`config.mk`:
```
export PLATFORM = sky130hd
export DESIGN_NAME = frame_buffer_writer
export DESIGN_NICKNAME = d
export VERILOG_FILES = /design/src/rtl/fb_pkg.sv /design/src/rtl/fb_write_fifo.sv /design/src/rtl/frame_buffer_writer.sv
export SDC_FILE = /design/constraint.sdc
export NUM_CORES = 1
export LEC_CHECK = 0
export ABC_AREA = 1
export ABC_CLOCK_PERIOD_IN_PS = 3530
export BUFFER_PORTS_ARGS = -buffer_cell sky130_fd_sc_hd__buf_2
export CAP_MARGIN = 10
export CORE_MARGIN = 2
export CORE_UTILIZATION = 62
export CTS_CLUSTER_DIAMETER = 40
export DETAILED_ROUTE_END_ITERATION = 12
export GPL_TIMING_DRIVEN = 0
export PLACE_DENSITY_LB_ADDON = 0.2
export SLEW_MARGIN = 15
export SYNTH_ARGS = -nofsm -noshare
export SYNTH_HDL_FRONTEND = slang
export SYNTH_SLANG_ARGS = --single-unit
```
`constraint.sdc`:
```
create_clock -name Clk -period 3.53 [get_ports Clk]
set_input_delay 0.353 -clock Clk [delete_from_list [all_inputs] [get_ports Clk]]
set_output_delay 0.353 -clock Clk [all_outputs]
set_load 0.005 [all_outputs]
```
`src/rtl/fb_pkg.sv`:
```
// ---------------------------------------------------------------------------
// fb_pkg
// Shared definitions for the frame buffer write path: default raster size,
// SRAM address layout, the write-sequencer state encoding and the layout of
// one buffered write entry.
// ---------------------------------------------------------------------------
package fb_pkg;

    localparam int H_RES_DEFAULT      = 640;
    localparam int V_RES_DEFAULT      = 480;
    localparam int FIFO_DEPTH_DEFAULT = 8;

    localparam int FRAME_OFS_W = 19;               // pixel offset inside one frame
    localparam int SRAM_ADDR_W = 20;               // {frame_bit, offset}
    localparam int DATA_W      = 16;
    localparam int ENTRY_W     = 1 + FRAME_OFS_W + DATA_W;   // 36

    typedef enum logic [1:0] {
        ST_IDLE  = 2'd0,
        ST_REQ   = 2'd1,
        ST_WRITE = 2'd2
    } wr_state_e;

    // One buffered write. frame_bit is frozen when the strobe is accepted so
    // a later flip does not retarget words already queued.
    typedef struct packed {
        logic                   frame_bit;
        logic [FRAME_OFS_W-1:0] offset;
        logic [DATA_W-1:0]      data;
    } fb_entry_t;

    function automatic logic [SRAM_ADDR_W-1:0] entry_addr(input fb_entry_t e);
        return {e.frame_bit, e.offset};
    endfunction

endpackage

```
`src/rtl/fb_write_fifo.sv`:
```
// ---------------------------------------------------------------------------
// fb_write_fifo
// Synchronous show-ahead FIFO buffering SRAM writes.
//   clk, reset        : clock, synchronous active-high reset (empties FIFO)
//   push, push_data   : write request and entry
//   pop               : remove head (ignored when empty)
//   head, second      : oldest and second-oldest entries (valid per count)
//   count, empty      : occupancy
//   push_accept       : push taken this cycle
//   push_drop         : push refused because FIFO full and no pop
// A pop in the same cycle as a push to a full FIFO frees the slot first, so
// the push is accepted. DEPTH must be a power of two, >= 2.
// ---------------------------------------------------------------------------
module fb_write_fifo #(
    parameter  int DEPTH = 8,
    parameter  int WIDTH = 36,
    localparam int AW    = $clog2(DEPTH),
    localparam int CW    = AW + 1
) (
    input  logic             clk,
    input  logic             reset,
    input  logic             push,
    input  logic [WIDTH-1:0] push_data,
    input  logic             pop,
    output logic [WIDTH-1:0] head,
    output logic [WIDTH-1:0] second,
    output logic [CW-1:0]    count,
    output logic             empty,
    output logic             push_accept,
    output logic             push_drop
);

    logic [WIDTH-1:0] mem_r [DEPTH];
    logic [AW-1:0]    wr_ptr_r;
    logic [AW-1:0]    rd_ptr_r;
    logic [CW-1:0]    count_r;
    logic             full_s;
    logic             pop_ok_s;
    logic             push_ok_s;
    logic [AW-1:0]    rd_next_s;

    // Flag and handshake decode.
    always_comb begin
        empty       = (count_r == '0);
        full_s      = (count_r == CW'(DEPTH));
        pop_ok_s    = pop && !empty;
        push_ok_s   = push && (!full_s || pop_ok_s);
        push_accept = push_ok_s;
        push_drop   = push && !push_ok_s;
        rd_next_s   = rd_ptr_r + AW'(1'b1);
        head        = mem_r[rd_ptr_r];
        second      = mem_r[rd_next_s];
        count       = count_r;
    end

    // Storage array; contents need no reset since reads are qualified by count.
    always_ff @(posedge clk) begin
        if (push_ok_s) begin
            mem_r[wr_ptr_r] <= push_data;
        end
    end

    // Pointers and occupancy.
    always_ff @(posedge clk) begin
        if (reset) begin
            wr_ptr_r <= '0;
            rd_ptr_r <= '0;
            count_r  <= '0;
        end else begin
            if (push_ok_s) begin
                wr_ptr_r <= wr_ptr_r + AW'(1'b1);
            end
            if (pop_ok_s) begin
                rd_ptr_r <= rd_next_s;
            end
            case ({push_ok_s, pop_ok_s})
                2'b10:   count_r <= count_r + CW'(1'b1);
                2'b01:   count_r <= count_r - CW'(1'b1);
                default: count_r <= count_r;
            endcase
        end
    end

endmodule

```
`src/rtl/frame_buffer_writer.sv`:
```
// ---------------------------------------------------------------------------
// frame_buffer_writer
// Accepts (x, y, data) pixel writes from the copy engine, maps them into the
// back frame of a double-buffered SRAM, buffers them and writes them out
// whenever the shared SRAM port is granted. Also owns the front-frame bit and
// the palette selection, both updated on flip_req.
//
// Ports
//   Clk, Reset                 : clock, synchronous active-high reset
//   program_x/_y/_data/_write  : pixel write strobe (no back-pressure)
//   palette_index, flip_req    : palette for next front frame, flip pulse
//   current_frame, palette_sel : displayed frame and its palette
//   sram_req, sram_gnt         : port request / arbiter grant
//   sram_addr, sram_wdata,
//   sram_we_n                  : SRAM write cycle (addr = {frame, offset})
//   overflow                   : sticky, a write was lost to a full buffer
//
// Optional build macro FB_WRITER_STATS_EN adds stat_writes[15:0] (SRAM
// writes issued) and stat_drops[15:0] (range + overflow drops), both wrap.
// ---------------------------------------------------------------------------
module frame_buffer_writer
    import fb_pkg::*;
#(
    parameter int H_RES      = H_RES_DEFAULT,
    parameter int V_RES      = V_RES_DEFAULT,
    parameter int FIFO_DEPTH = FIFO_DEPTH_DEFAULT
) (
    input  logic                   Clk,
    input  logic                   Reset,
    input  logic [9:0]             program_x,
    input  logic [9:0]             program_y,
    input  logic                   program_write,
    input  logic [DATA_W-1:0]      program_data,
    input  logic [1:0]             palette_index,
    input  logic                   flip_req,
    output logic                   current_frame,
    output logic [1:0]             palette_sel,
    output logic                   sram_req,
    input  logic                   sram_gnt,
    output logic [SRAM_ADDR_W-1:0] sram_addr,
    output logic [DATA_W-1:0]      sram_wdata,
    output logic                   sram_we_n,
    output logic                   overflow
`ifdef FB_WRITER_STATS_EN
    ,
    output logic [15:0]            stat_writes,
    output logic [15:0]            stat_drops
`endif
);

    localparam int                     CNT_W     = $clog2(FIFO_DEPTH) + 1;
    localparam logic [CNT_W-1:0]       CNT_ONE   = CNT_W'(1'b1);
    localparam logic [9:0]             H_LIMIT   = 10'(H_RES);
    localparam logic [9:0]             V_LIMIT   = 10'(V_RES);
    localparam logic [FRAME_OFS_W-1:0] H_RES_OFS = FRAME_OFS_W'(H_RES);

    // Line-major offset; the default 640-wide raster is 512 + 128 words.
    function automatic logic [FRAME_OFS_W-1:0] pixel_offset(input logic [9:0] x,
                                                           input logic [9:0] y);
        logic [FRAME_OFS_W-1:0] x_w;
        logic [FRAME_OFS_W-1:0] y_w;
        x_w = {9'd0, x};
        y_w = {9'd0, y};
        if (H_RES == 640) begin
            return (y_w << 4'd9) + (y_w << 4'd7) + x_w;
        end else begin
            return (y_w * H_RES_OFS) + x_w;
        end
    endfunction

    logic             current_frame_r;
    logic [1:0]       palette_sel_r;
    logic             overflow_r;
    logic             in_range_s;
    fb_entry_t        strobe_entry_s;
    logic             s1_valid_r;
    fb_entry_t        s1_entry_r;

    logic [ENTRY_W-1:0] head_s;
    logic [ENTRY_W-1:0] second_s;
    fb_entry_t        head_e;
    fb_entry_t        second_e;
    logic [CNT_W-1:0] count_s;
    logic             empty_s;
    logic             push_accept_s;
    logic             push_drop_s;
    logic             pop_s;

    wr_state_e        state_r;
    logic             sram_req_r;
    logic             sram_we_n_r;
    logic [SRAM_ADDR_W-1:0] sram_addr_r;
    logic [DATA_W-1:0] sram_wdata_r;
    logic             more_s;
    fb_entry_t        next_head_s;

    // Stage 1: range check and address mapping in the strobe cycle.
    always_comb begin
        in_range_s               = (program_x < H_LIMIT) && (program_y < V_LIMIT);
        strobe_entry_s.frame_bit = ~current_frame_r;
        strobe_entry_s.offset    = pixel_offset(program_x, program_y);
        strobe_entry_s.data      = program_data;
    end

    // Stage 1 register; out-of-range strobes simply never become valid.
    always_ff @(posedge Clk) begin
        if (Reset) begin
            s1_valid_r <= 1'b0;
            s1_entry_r <= '0;
        end else begin
            s1_valid_r <= program_write && in_range_s;
            s1_entry_r <= strobe_entry_s;
        end
    end

    // Stage 2: the FIFO push happens one cycle after the strobe.
    fb_write_fifo #(
        .DEPTH (FIFO_DEPTH),
        .WIDTH (ENTRY_W)
    ) u_fifo (
        .clk         (Clk),
        .reset       (Reset),
        .push        (s1_valid_r),
        .push_data   (s1_entry_r),
        .pop         (pop_s),
        .head        (head_s),
        .second      (second_s),
        .count       (count_s),
        .empty       (empty_s),
        .push_accept (push_accept_s),
        .push_drop   (push_drop_s)
    );

    assign head_e   = head_s;
    assign second_e = second_s;
    assign pop_s    = (state_r == ST_WRITE);

    // Look-ahead: what the FIFO head becomes after this cycle's pop, so the
    // registered address/data can be ready for a back-to-back write.
    always_comb begin
        more_s      = 1'b0;
        next_head_s = head_e;
        if (state_r == ST_WRITE) begin
            if (count_s > CNT_ONE) begin
                more_s      = 1'b1;
                next_head_s = second_e;
            end else if (push_accept_s) begin
                more_s      = 1'b1;
                next_head_s = s1_entry_r;
            end else begin
                more_s      = 1'b0;
                next_head_s = head_e;
            end
        end else begin
            more_s      = 1'b0;
            next_head_s = head_e;
        end
    end

    // SRAM write sequencer with registered port outputs.
    always_ff @(posedge Clk) begin
        if (Reset) begin
            state_r      <= ST_IDLE;
            sram_req_r   <= 1'b0;
            sram_we_n_r  <= 1'b1;
            sram_addr_r  <= '0;
            sram_wdata_r <= '0;
        end else begin
            case (state_r)
                ST_IDLE: begin
                    sram_we_n_r <= 1'b1;
                    if (!empty_s) begin
                        state_r      <= ST_REQ;
                        sram_req_r   <= 1'b1;
                        sram_addr_r  <= entry_addr(head_e);
                        sram_wdata_r <= head_e.data;
                    end else begin
                        sram_req_r   <= 1'b0;
                    end
                end
                ST_REQ: begin
                    // Head is stable here: nothing pops outside WRITE.
                    sram_req_r <= 1'b1;
                    if (sram_gnt) begin
                        state_r     <= ST_WRITE;
                        sram_we_n_r <= 1'b0;
                    end else begin
                        sram_we_n_r <= 1'b1;
                    end
                end
                ST_WRITE: begin
                    if (more_s) begin
                        sram_addr_r  <= entry_addr(next_head_s);
                        sram_wdata_r <= next_head_s.data;
                        if (sram_gnt) begin
                            state_r     <= ST_WRITE;
                            sram_we_n_r <= 1'b0;
                        end else begin
                            state_r     <= ST_REQ;
                            sram_we_n_r <= 1'b1;
                        end
                    end else begin
                        state_r     <= ST_IDLE;
                        sram_req_r  <= 1'b0;
                        sram_we_n_r <= 1'b1;
                    end
                end
                default: begin
                    state_r     <= ST_IDLE;
                    sram_req_r  <= 1'b0;
                    sram_we_n_r <= 1'b1;
                end
            endcase
        end
    end

    // Front-frame and palette swap on the flip pulse.
    always_ff @(posedge Clk) begin
        if (Reset) begin
            current_frame_r <= 1'b0;
            palette_sel_r   <= 2'd0;
        end else if (flip_req) begin
            current_frame_r <= ~current_frame_r;
            palette_sel_r   <= palette_index;
        end else begin
            current_frame_r <= current_frame_r;
            palette_sel_r   <= palette_sel_r;
        end
    end

    // Sticky overflow flag.
    always_ff @(posedge Clk) begin
        if (Reset) begin
            overflow_r <= 1'b0;
        end else begin
            overflow_r <= overflow_r | push_drop_s;
        end
    end

    assign current_frame = current_frame_r;
    assign palette_sel   = palette_sel_r;
    assign sram_req      = sram_req_r;
    assign sram_addr     = sram_addr_r;
    assign sram_wdata    = sram_wdata_r;
    assign sram_we_n     = sram_we_n_r;
    assign overflow      = overflow_r;

`ifdef FB_WRITER_STATS_EN
    logic [15:0] stat_writes_r;
    logic [15:0] stat_drops_r;
    logic        range_drop_s;

    // A strobe outside the raster is a drop.
    always_comb begin
        range_drop_s = program_write && !in_range_s;
    end

    // Wrapping write and drop counters.
    always_ff @(posedge Clk) begin
        if (Reset) begin
            stat_writes_r <= 16'd0;
            stat_drops_r  <= 16'd0;
        end else begin
            stat_writes_r <= stat_writes_r + {15'd0, (state_r == ST_WRITE)};
            stat_drops_r  <= stat_drops_r + {15'd0, range_drop_s} + {15'd0, push_drop_s};
        end
    end

    assign stat_writes = stat_writes_r;
    assign stat_drops  = stat_drops_r;
`endif

endmodule
```
==> results.md <==
- Initial Utilization: 0.629
- ANT cells: 0
- Reg clk slew, reported paths: 0.05 ns
- Power Internal: 9.56 mW
- Total length of routed wires: roughly 63,000 um
- Pwr dens: 608 nW/um2
- Library cells used by synthesis: 36
- Switch Pwr: 4.40 mW
- Final setup violation count: 0
- Initial DRT Pass Iterations: 8
- CTS tree: yes
- Synth Instances: 2,427
- Sequential-to-total area share from yosys stat: 0.532
- # Max-Cap Violations: 0
- Via count: 18,000
- Period utilization: 0.756
- Fin crit period: 2.67 ns
- Worst skew pair latency: 0.57 ns
- Vias in the first global route: 17,400
- IO buf count: 83
- DIE AREA: 33,400 um2
- FF-to-FF Start: u_fifo.count[0]
- Longest Clk Path Bufs: 3
- Hold wc startpoint: program_x[4]
- Status: finished, final reports clean
- Worst path arrival time: 2.93 ns
- Syn nets: 2,502
- DIE HEIGHT: 183 um
- Remaining antenna violation count after routing: 0
- Worst slew pin tran: ~1.1 ns
- Global placer's final weighted congestion: 0.959
- Detailed router's first-iteration violation count: 2,747
- RSZ-0062 raised after global routing: no
- Core footprint: 31,500 um2
- Clock root buffer: clkbuf_16
- Final Slew Violations: 0
- Logic pwr share: 0.230
- Leak: 10.5 nW
- Cts bufs inserted: 50
- First-pass GRT wire length: 94,900 um
- Vias/cell: slightly below 6
- Sequential share of power: 0.382
- Clk sinks: ~380
- Synthesis Warnings: 0
- H-tree depth: 2
- WP data required: 3.79 ns
- GR Util All Layers: 0.375
- Net Sw Frac: 0.315
- Hold Crit Class: in -> reg
- Area delta synth->final: 15.9%
- WL/cell: 20.7 um
- CP Max Fanout: 20
- FP Rows: 65
- Slew Limit Headroom: 0.271
- Worst setup SP type: register
- Post-synthesis register bit count: 382
- Endpoints failing hold: 0
- Worst Setup SP: u_fifo.count[0]
- F_max: between 300 and 400 MHz
- I/O pin cnt: 85
- Final core occ: 0.729
- Clock share of power: 0.388
- Syn_area_per_cell: between 8 and 9 um2
- Critical Path Sink Type: register
- HPWL reported at the end of detailed placement: ~42,000 um
- DRC Markers: 0
- Total gr overflow: 0
- Fillers: 2,263
- Largest net degree at the start of global routing: 23
- Initial antenna violation count: 2
- Final setup skew: roughly 0.030 ns
- Kind of critical path: reg -> reg
- Die Wd: 183 um
- Max VDD drop: 499 uV
- Synthesized area: around 20,000 um2
- # resized after CTS: 0
- Total Power: ~14 mW
- Share of layout cells above drive strength 1: 0.121
- Layout net count: 2,663
==> sequential cells by signal, indices dropped and copies added, names as in the netlist, named ones only <==
signal           count
u_fifo.mem_r       288
s1_entry_r          36
sram_addr           20
sram_wdata          16
u_fifo.count         4
u_fifo.rd_ptr_r      3
u_fifo.wr_ptr_r      3
palette_sel          2
state_r              2
current_frame        1
overflow             1
s1_valid_r           1
sram_req             1
sram_we_n            1
==> placed cells by master, fill, tap and decap left out, types with 16 or more instances in the layout <==
cell type	netlist	layout
a21oi_1	105	105
a21oi_2	20	20
buf_2	74	157
clkbuf_1	41	49
clkbuf_16	0	51
dfxtp_1	94	94
dlygate4sd3_1	0	16
edfxtp_1	288	288
ha_1	30	30
inv_1	413	413
nand2_1	659	659
nand3_1	330	330
nor2_1	149	141
o211ai_1	57	57
o21ai_0	73	73
o21ai_1	33	33
==> power groups by stage <==
stage	logic, mW	clock network, mW	registers (mW)
2_1_floorplan	1.99	0	5.38
3_3_place_gp	3.00	0	5.40
3_5_place_dp	3.09	0	5.42
4_1_cts	3.12	5.40	5.32
5_1_grt	3.48	5.59	5.36
6_report	3.21	5.42	5.33
==> cells in the mapped netlist <==
master    instances  area, um2
inv_2             7       26.3
fa_1              2       40.0
nand4_1           2       12.5
nor2_2            2       12.5
clkbuf_1         41        154
o21ai_1          33        165
buf_6             9        101
edfxtp_1        288       8650
xor2_1            1       8.76
o21ai_0          73        365
nand3_1         330       1650
a21o_1            1       7.51
buf_1             9       33.8
buf_2            74        370
a31oi_1           1       6.26
nand2_8           1       20.0
inv_1           413       1550
xnor2_1           1       8.76
inv_4             1       6.26
nor2_4            1       11.3
nand2_2           2       12.5
o21bai_1          2       15.0
a21oi_2          20        175
o31ai_1           1       7.51
or2_2             5       31.3
a41oi_1           1       8.76
nand2_4           3       33.8
a21oi_1         105        526
buf_4             7       52.6
clkinv_1          1       3.75
o211ai_1         57        428
a21boi_0          1       7.51
nor2_1          149        559
nand2_1         659       2470
dfxtp_1          94       1880
ha_1             30        375
==> worst max-delay path: stages (launching register included) <==
cell	delay, ns
dfxtp_1	0.38
inv_1	0.13
ha_1	0.24
nand2_1	0.07
inv_1	0.05
nand2_2	0.07
nand2_4	0.09
inv_1	0.12
nand2_1	0.26
nor2_4	0.67
buf_12	0.27
==> cells by family (layout without fill, tap and decap cells) <==
family / Yosys count / after routing / share of synthesized area
DFF: 382 / 382 / 0.532
AOI/OAI and AO/OA: 295 / 295 / 0.0865
xor gates and xnor gates: 2 / 2 / 0.000885
and+or+nand+nor: 1154 / 1154 / 0.243
adders and majority gates: 32 / 32 / 0.0210
buffers and inverters: 562 / 764 / 0.116
==> stage by stage <==
step	setup slack [ns]	cells	TNS [ns]	hold WS, ns	area (um2)
after detailed placement	0.888	2922	0	0.447	21000
after CTS	0.889	3031	0	0.00645	22900
after global placement	-1.37	2912	-329.80	0.439	20700
final	0.860	3031	0	0.0151	22900
after floorplan	0.493	2427	0	0.440	19800
after global routing	0.739	3031	0	0.0173	22900
==> timing repair <==
action | in CTS | in global routing
hold buffers | 16 | 0
buffers inserted | 0 | 0
endpoints found under the hold margin | 16 | 0
==> cell type report <==
| class | count | area, um2 | area share |
|---|---|---|---|
| flip-flops and latches | 382 | 10500 | 0.459 |
| inverters | 422 | 1590 | 0.0692 |
| repair buffers | 109 | 806 | 0.0351 |
| clock inverters | 31 | 434 | 0.0189 |
| multi-input cells | 1483 | 7020 | 0.306 |
| well taps | 402 | 503 | 0.0219 |
| plain buffers | 140 | 712 | 0.0310 |
| clock buffers | 62 | 1350 | 0.0587 |
==> metal layers <==
metal,vias to the layer above,global-route usage,wire [um]
met4,2,0.189,2960
met1,8156,0.490,22200
met3,269,0.0754,9110
met2,1485,0.599,28400
met5,-,0,11
li1,8131,-,-
==> final timing paths <==
| kind | endpoint | slack, ns | cells after the start |
|---|---|---|---|
| worst max register to register | u_fifo.mem_r[4][5] | 0.86 | 10 |
| worst min-delay path | s1_entry_r[20] | 0.02 | 3 |
| worst max-delay path | u_fifo.mem_r[4][5] | 0.86 | 10 |
| worst min register to register | overflow | 0.45 | 2 |
(Power assumes the default switching activity.)
